[src/rtl/unflat_if.sv]
// unflat_if: serial-value input stream and multi-channel pixel output stream
interface unflat_if #(parameter int PIX_WIDTH = 8, parameter int DIMENSION = 8);
  logic [PIX_WIDTH-1:0] i_data;
  logic i_valid, i_sop, i_eop, o_ready;
  logic [DIMENSION-1:0][PIX_WIDTH-1:0] o_data;
  logic o_valid, o_sop, o_eop, i_ready, o_err;
  modport master (output i_data, i_valid, i_sop, i_eop, i_ready,
                  input o_ready, o_data, o_valid, o_sop, o_eop, o_err);
  modport slave (input i_data, i_valid, i_sop, i_eop, i_ready,
                 output o_ready, o_data, o_valid, o_sop, o_eop, o_err);
endinterface

[src/rtl/unflat.sv]
// unflat: rebuilds a channel-major serial stream into a raster of DIMENSION-channel pixels
module unflat #(
  parameter int PIX_WIDTH = 8,
  parameter int DIMENSION = 8,
  parameter int img_width = 7,
  parameter int img_height = 7
) (
  input logic clk,
  input logic rst,
  input logic clk_en,
  unflat_if.slave s
);
  localparam int P = img_width * img_height;
  localparam int PW = $clog2(P + 1);
  localparam int CW = $clog2(DIMENSION + 1);
  localparam int PI = P > 1 ? $clog2(P) : 1;
  localparam int CI = DIMENSION > 1 ? $clog2(DIMENSION) : 1;
  localparam logic [PW-1:0] P_LAST = PW'(P - 1);
  localparam logic [CW-1:0] C_LAST = CW'(DIMENSION - 1);
  typedef enum logic [1:0] {IDLE, FILL, RELEASE} state_t;
  state_t state, state_n;
  logic [PIX_WIDTH-1:0] mem [DIMENSION][P];
  logic [CW-1:0] ch, ch_n, wch;
  logic [PW-1:0] pix, pix_n, wpix, rd, rd_n, rd_sel;
  logic acc, hs, last, we, ld, ready_n, valid_n, err_n;
  always_comb begin
    acc = s.i_valid && s.o_ready;
    hs = s.o_valid && s.i_ready;
    wch = s.i_sop ? '0 : ch;
    wpix = s.i_sop ? '0 : pix;
    last = wch == C_LAST && wpix == P_LAST;
    we = acc && (state == FILL || s.i_sop);
    rd_sel = s.o_valid ? rd + PW'(1) : rd;
    state_n = state;
    ch_n = ch;
    pix_n = pix;
    rd_n = rd;
    ready_n = s.o_ready;
    valid_n = s.o_valid;
    err_n = 1'b0;
    ld = 1'b0;
    if (we) begin
      pix_n = wpix == P_LAST ? '0 : wpix + PW'(1);
      ch_n = wpix == P_LAST ? wch + CW'(1) : wch;
      state_n = last ? RELEASE : s.i_eop ? IDLE : FILL;
      ready_n = !last;
      rd_n = '0;
      err_n = (state == FILL && s.i_sop) || (last != s.i_eop);
    end
    // The last value lands in memory on the entry edge, so the first pixel loads one edge later
    if (state == RELEASE && (!s.o_valid || hs)) begin
      if (s.o_valid && rd == P_LAST) begin
        state_n = IDLE;
        valid_n = 1'b0;
        ready_n = 1'b1;
      end else begin
        ld = 1'b1;
        valid_n = 1'b1;
        rd_n = rd_sel;
      end
    end
  end
  always_ff @(posedge clk or posedge rst)
    if (rst) begin
      state <= IDLE;
      ch <= '0;
      pix <= '0;
      rd <= '0;
      s.o_ready <= 1'b1;
      s.o_valid <= 1'b0;
      s.o_sop <= 1'b0;
      s.o_eop <= 1'b0;
      s.o_err <= 1'b0;
      s.o_data <= '0;
    end else if (clk_en) begin
      state <= state_n;
      ch <= ch_n;
      pix <= pix_n;
      rd <= rd_n;
      s.o_ready <= ready_n;
      s.o_valid <= valid_n;
      s.o_err <= err_n;
      s.o_sop <= ld ? rd_sel == '0 : valid_n && s.o_sop;
      s.o_eop <= ld ? rd_sel == P_LAST : valid_n && s.o_eop;
      if (ld)
        for (int c = 0; c < DIMENSION; c++) s.o_data[c] <= mem[c][PI'(rd_sel)];
    end
  always_ff @(posedge clk)
    if (clk_en && we) mem[CI'(wch)][PI'(wpix)] <= s.i_data;
endmodule

[src/flat_wrapper.sv]
// flat-port wrapper written by rule: the top's interface ports become plain ports
module unflat_flat 
#(
  parameter int PIX_WIDTH = 8,
  parameter int DIMENSION = 8,
  parameter int img_width = 7,
  parameter int img_height = 7
)
  (clk, rst, clk_en, s_i_data, s_i_valid, s_i_sop, s_i_eop, s_i_ready, s_o_ready, s_o_data, s_o_valid, s_o_sop, s_o_eop, s_o_err);
  unflat_if #(.PIX_WIDTH(PIX_WIDTH), .DIMENSION(DIMENSION)) s_i ();
  input logic clk;
  input logic rst;
  input logic clk_en;
  input wire logic [$bits(s_i.i_data)-1:0] s_i_data;
  input wire logic [$bits(s_i.i_valid)-1:0] s_i_valid;
  input wire logic [$bits(s_i.i_sop)-1:0] s_i_sop;
  input wire logic [$bits(s_i.i_eop)-1:0] s_i_eop;
  input wire logic [$bits(s_i.i_ready)-1:0] s_i_ready;
  output wire logic [$bits(s_i.o_ready)-1:0] s_o_ready;
  output wire logic [$bits(s_i.o_data)-1:0] s_o_data;
  output wire logic [$bits(s_i.o_valid)-1:0] s_o_valid;
  output wire logic [$bits(s_i.o_sop)-1:0] s_o_sop;
  output wire logic [$bits(s_i.o_eop)-1:0] s_o_eop;
  output wire logic [$bits(s_i.o_err)-1:0] s_o_err;
  assign s_i.i_data = s_i_data;
  assign s_i.i_valid = s_i_valid;
  assign s_i.i_sop = s_i_sop;
  assign s_i.i_eop = s_i_eop;
  assign s_i.i_ready = s_i_ready;
  assign s_o_ready = s_i.o_ready;
  assign s_o_data = s_i.o_data;
  assign s_o_valid = s_i.o_valid;
  assign s_o_sop = s_i.o_sop;
  assign s_o_eop = s_i.o_eop;
  assign s_o_err = s_i.o_err;
  unflat #(.PIX_WIDTH(PIX_WIDTH), .DIMENSION(DIMENSION), .img_width(img_width), .img_height(img_height)) u_core (.clk(clk), .rst(rst), .clk_en(clk_en), .s(s_i));
endmodule
[config.mk]
export PLATFORM = sky130hd
export DESIGN_NAME = unflat_flat
export DESIGN_NICKNAME = d
export VERILOG_FILES = /design/src/rtl/unflat_if.sv /design/src/rtl/unflat.sv /design/src/flat_wrapper.sv
export SDC_FILE = /design/constraint.sdc
export NUM_CORES = 2
export LEC_CHECK = 0
export CELL_PAD_IN_SITES_DETAIL_PLACEMENT = 0
export CELL_PAD_IN_SITES_GLOBAL_PLACEMENT = 2
export CORE_MARGIN = 1
export CORE_UTILIZATION = 52
export CTS_BUF_LIST = sky130_fd_sc_hd__clkbuf_8
export DETAILED_ROUTE_END_ITERATION = 7
export MAX_ROUTING_LAYER = met4
export PLACE_DENSITY_LB_ADDON = 0.1
export SYNTH_ARGS = -nofsm -noshare
export SYNTH_HDL_FRONTEND = slang
export SYNTH_SLANG_ARGS = --single-unit
[constraint.sdc]
create_clock -name clk -period 9.67 [get_ports clk]
set_clock_uncertainty 0.2 [all_clocks]
set_input_delay 0.967 -clock clk [delete_from_list [all_inputs] [get_ports clk]]
set_output_delay 0.967 -clock clk [all_outputs]
set_load 0.02 [all_outputs]
# --- After elaboration in Yosys (flattened, before gate mapping) ---
# Memory sizes are Yosys's and may differ from the RTL's.
# Index checks and enable logic that the tools add are counted.
op_classes:
  add_sub_neg: 3
  n_lt_le_gt_ge: 3
  eq_ne: 7
  muxes: 50
  bitwise_logic: 2
  reduce_logical: 19
ops:
  columns: ["op", "n"]
  rows:
  - ["392-bit 2-to-1 mux", 1]
  - ["8-bit binary-select mux with 6-bit select", 8]
  - ["8-bit 2-to-1 mux", 17]
  - ["8-bit demux with 6-bit select", 1]
  - ["6-bit 2-to-1 mux", 6]
  - ["6-bit equality test, second input constant", 3]
  - ["7-bit greater-or-equal comparator, second input constant", 2]
  - ["6-bit inverter with 7-bit output", 2]
  - ["6-bit by 1-bit adder with 6-bit output, second input constant", 2]
  - ["1-bit logical AND", 11]
  - ["1-bit 2-to-1 mux", 11]
  - ["2-bit 2-to-1 mux", 4]
  - ["4-bit 2-to-1 mux", 2]
  - ["7-bit by 1-bit < comparator with 1-bit output, second input constant", 1]
  - ["6-bit zero test", 1]
  - ["4-bit by 1-bit adder with 4-bit output, second input constant", 1]
  - ["4-bit by 3-bit equality test with 1-bit output, second input constant", 1]
  - ["2-bit AND reduction", 2]
  - ["1-bit logical OR", 3]
  - ["2-bit by 1-bit equality test with 1-bit output, second input constant", 1]
  - ["2-bit equality test, second input constant", 1]
  - ["1-bit zero test", 2]
  - ["1-bit inequality test", 1]
totals:
  regBits: 87
  ram_bits: 3136
  in_bits: 15
  out_inout_bits: 69
  n_memories: 1
memory_table:
  columns: ["memory", "words", "word_bits", "read_ports", "rd_ports_with_merged_regs", "write_ports", "line", "text"]
  rows:
  - ["u_core.mem", 8, 392, 8, 0, 1, "unflat.sv:22", "logic [PIX_WIDTH-1:0] mem [DIMENSION][P];"]

# --- Depth between registers and ports, before layout ---
depth:
  ltp_word: 7
  mapped_depth: 16
  ltp_nobuf: 9

# --- Worst setup path before layout ---
# Ideal clock, no wire load.
synth_path:
  kind: "reg2reg"
  start: "reg u_core.rd[0]"
  end: "reg u_core.s.o_data[2]"
  setup_ps: 134
  arrival_time_ps: 3149
  path_slack_ps: 6187
  stages_incl_launch_ff: 17
  path_buffers: 8
  path_cell_list: "dfrtp_1 > buf_2 > clkinv_1 > clkbuf_1 > buf_2 > clkbuf_1 > ha_1 > buf_2 > nor2b_1 > clkbuf_1 > clkbuf_1 > clkbuf_1 > a22oi_1 > a31oi_1 > o21ai_0 > a22oi_1 > o211ai_1"
synth_between:
  elab_chain_len: 6
synth_lines:
  columns: ["element", "line", "text"]
  rows:
  - ["from (decl)", "unflat.sv:24", "logic [PW-1:0] pix, pix_n, wpix, rd, rd_n, rd_sel;"]
  - ["from (signal assigned)", "unflat.sv:79", "rd <= rd_n;"]
  - ["6-bit by 1-bit adder with 6-bit output", "unflat.sv:33", "rd_sel = s.o_valid ? rd + PW'(1) : rd;"]
  - ["6-bit 2-to-1 mux", "unflat.sv:33", null]
  - ["6-bit inverter with 7-bit output (implied by the code)", "unflat.sv:86", "for (int c = 0; c < DIMENSION; c++) s.o_data[c] <= mem[c][PI'(rd_sel)];"]
  - ["8-bit binary-select mux with 6-bit select", "unflat.sv:86", null]
  - ["8-bit 2-to-1 mux (implied by the code) (2 in series)", "unflat.sv:86", null]
  - ["to (signal assigned)", "unflat.sv:74", "s.o_data <= '0;"]
  - ["to (decl)", "unflat_if.sv:10", "output o_ready, o_data, o_valid, o_sop, o_eop, o_err);"]
# Several ways; a longest one is shown, not always the timed one. The select of a mux whose other input is x is not followed.
# A chain may end at the register's enable or synchronous reset.

# --- Worst setup path after layout ---
layout_path:
  start: "reg u_core.rd[0]"
  end: "reg u_core.s.o_data[43]"
# The elaborated chain is that of the path after synthesis.

==> run_results.csv <==
group,metric,value,unit
floorplan,die_h,541.7,um
logic_synthesis,synth_area,151500,um2
drt,drt_iter0_markers,12320,
drt,vias_per_cell,6.787,
drt,dr_total_vias,100584,
timing,max_freq,145.5,MHz
worst_hold_path,hold_class,"in2reg",
logic_synthesis,yosysWarnings,0,
logic_synthesis,synth_enable_flop_cells,3136,
drt,ant_nets,0,
layout,final_cell_mix,"edfxtp_1, mux2i_1, a22oi_1",
timing,setup_viol,0,
logic_synthesis,yosysSeqAreaShare,63.60,%
timing,drv_slew,4,
power,switching_share,21.91,%
power,total_power,27.01,mW
grt,grt.overflow.total,0,
grt,grt_use_total,33.22,%
logic_synthesis,syn_nets,10537,
drt,wl_per_cell,32.76,um
power,clockPowerShare,42.2,%
setup_path,cp_max_fo,60,
floorplan,fp-row-count,197,
floorplan,dieArea,293500,um2
timing,finalCritPeriodShare,71.08,%
setup_path,critPathArrivalTime,7.67,ns
clocking,clock-sinks,3223,
layout,fin_cells,14821,
clocking,htree_levels,6,
clocking,cts_setup_buffers,0,
grt,grt_antenna_before_repair,30,
setup_path,r2r-end,"u_core.s.o_data[43]",
floorplan,die_x,541.7,um
floorplan,core_area,288900,um2
grt,grt_pass1_vias,97679,
place,place_inst,13809,
logic_synthesis,async_flop_share,2.699,%
drt,dr.pass1.iters,6,
drt,wl_met2,218700,um
setup_path,start_kind,"register",
power,switchingPower,5.919,mW
place,port_buffers,83,
grt,grt_pass1_wl,685200,um
power,p_per_area,163.5,nW/um2
logic_synthesis,ys_ff_latch,3223,
timing,worstMarginPinSlew,1.709,ns
setup_path,worst-r2r-setup-slack,2.80,ns
clocking,clk_latency,1.20,ns
drt,wl_met3,47970,um
job,cap_violations,3,
layout,num-nets-final,10514,
timing,tns,0,ns
timing,hold_violations,0,
outcome,outcome,"finished, violations left",
worst_hold_path,hold_path_depth,1,
clocking,cts_max_path_buffers,4,
clocking,hold_buffers,0,
power,seqPwrFrac,56.7,%
drt,drcViolationCount,0,
clocking,cts_tree,"built",
layout,syn_to_final_growth,9.062,%
drt,topRoutingLayerUsed,"met4",
power,p_comb_share,1.1,%
grt,grt_max_degree,180,
setup_path,crit_path_end_kind,"register",
logic_synthesis,avgSynthCellArea,14.40,um2
timing,relSlewSlack,-15.12,%
timing,period_needed,6.873,ns
layout,drive_gt1_share,10.29,%
logic_synthesis,ys_types,75,
clocking,cts_resized,0,
drt,wl_met1,202000,um
drt,routed_wl,485500,um
setup_path,crit_type,"reg2reg",
clocking,cts_root_buf,"clkbuf_8",
setup_path,r2r-start,"u_core.rd[0]",
worst_hold_path,min_from,"s_i_data[1]",
clocking,cts_buffers,562,
outcome,violations,"capacitance limit, slew limit",
floorplan,io_pins,84,
power,p_leak,46.88,nW
logic_synthesis,synthCells,10517,
logic_synthesis,ys.flop_type,"edfxtp_1",
timing,rsz0062_at_grt,"false",
power,internal_power,21.09,mW
worst_hold_path,hold_end,"u_core.mem[0][145]",
clocking,path_clk_slew,0.06,ns
setup_path,cp.required,10.46,ns
setup_path,r2r_cells,10,
timing,setup_ws,2.797,ns
power,ir_drop,0.1368,mV
place,post-place-ws,2.912,ns
place,dpl.hpwl,281000,um
layout,layout_commonest_cell,"edfxtp_1",
place,gp_congestion,0.8401,
floorplan,initial_core_util,52.44,%
Yosys cell counts, types with 60 or more instances:
cell type / count / area, um2
mux4_2: 125 / 2815
a31oi_1: 125 / 782.0
edfxtp_1: 3136 / 94170
o22ai_1: 503 / 3147
dfrtp_1: 86 / 2152
a32oi_1: 60 / 525.5
mux2i_1: 2305 / 23070
a22oi_1: 958 / 7192
nor2_1: 532 / 1997
buf_2: 292 / 1461
nand3_1: 153 / 765.7
nand2_1: 318 / 1194
and3_1: 66 / 412.9
o211ai_1: 301 / 2260
a32o_1: 63 / 630.6
or3_1: 122 / 763.2
clkbuf_1: 395 / 1483
inv_1: 129 / 484.2
o311ai_0: 189 / 1655
buf_4: 141 / 1059
o21ai_0: 191 / 955.9
power groups by stage:
stage          registers (mW)  logic, mW  clock network (mW)
2_1_floorplan            15.6    0.00893                   0
3_3_place_gp             15.6      0.278                   0
3_5_place_dp             15.6      0.291                   0
4_1_cts                  15.3      0.291                11.5
5_1_grt                  15.3      0.304                12.1
6_report                 15.3      0.290                11.4
worst max-delay path: stages, from the launching register on:
cell and delay, ns:
dfrtp_4 0.88, buf_4 0.83, buf_4 0.76, buf_4 0.72, buf_4 0.87, mux2i_1 0.28, a22oi_1 0.12, a31oi_1 0.22
o21ai_0 0.21, a22oi_1 1.22, o211ai_1 0.20
through the flow:
step | cell area [um2] | hold WS [ns] | utilization (%)
after global placement | 155100 | 0.3061 | 53.68
after floorplan | 151500 | 0.2781 | -
after global routing | 165200 | 0.03844 | 57.18
after detailed placement | 155200 | 0.3156 | 53.72
final | 165200 | 0.05048 | 57.19
after CTS | 165200 | 0.002359 | 57.17
metal layers:
metal	vias to the layer above	global-route usage (%)
met5	-	-
met3	890	7.201
met4	0	11.72
li1	42739	-
met1	52028	45.25
met2	4927	49.26
worst max path at each step:
| stage | slack (ns) | from | depth (start not counted) | endpoint |
|---|---|---|---|---|
| final | 2.80 | u_core.rd[0] | 10 | u_core.s.o_data[43] |
| after global routing | 2.68 | u_core.rd[0] | 10 | u_core.s.o_data[43] |
| after CTS | 2.93 | u_core.rd[0] | 10 | u_core.s.o_data[43] |
| after detailed placement | 2.91 | u_core.rd[0] | 10 | u_core.s.o_data[43] |
| after global placement | 3.03 | u_core.rd[0] | 10 | u_core.s.o_data[43] |
| after floorplan | 6.19 | u_core.rd[0] | 16 | u_core.s.o_data[2] |
logic make-up after synthesis:
| logic type | synth area share [%] |
|---|---|
| DFF | 63.60 |
| and+or+nand+nor | 3.690 |
| xor gates and xnor gates | 0.05038 |
| adders and majority gates | 0.04790 |
| AOI/OAI and AO/OA | 12.10 |
| muxes | 17.21 |
| buffers and inverters | 3.299 |
flip-flops by register name (all words and copies together) (netlist names):
register,flops
u_core.s.o_ready,1
u_core.s.o_sop,1
u_core.s.o_eop,1
u_core.state,2
u_core.ch,4
u_core.s.o_valid,1
u_core.s.o_err,1
u_core.pix,6
u_core.rd,6
u_core.mem,3136
u_core.s.o_data,64
cell type report:
cell class / instances / area [um2]
inverters: 131 / 509.2
repair buffers: 326 / 3079
clock buffers: 592 / 8148
fillers: 22903 / 123700
clock inverters: 395 / 1813
flip-flops and latches: 3223 / 96360
multi-input cells: 6250 / 50390
well taps: 3880 / 4855
diodes: 24 / 60.06
Note: power is estimated with default switching activity, not from simulation.
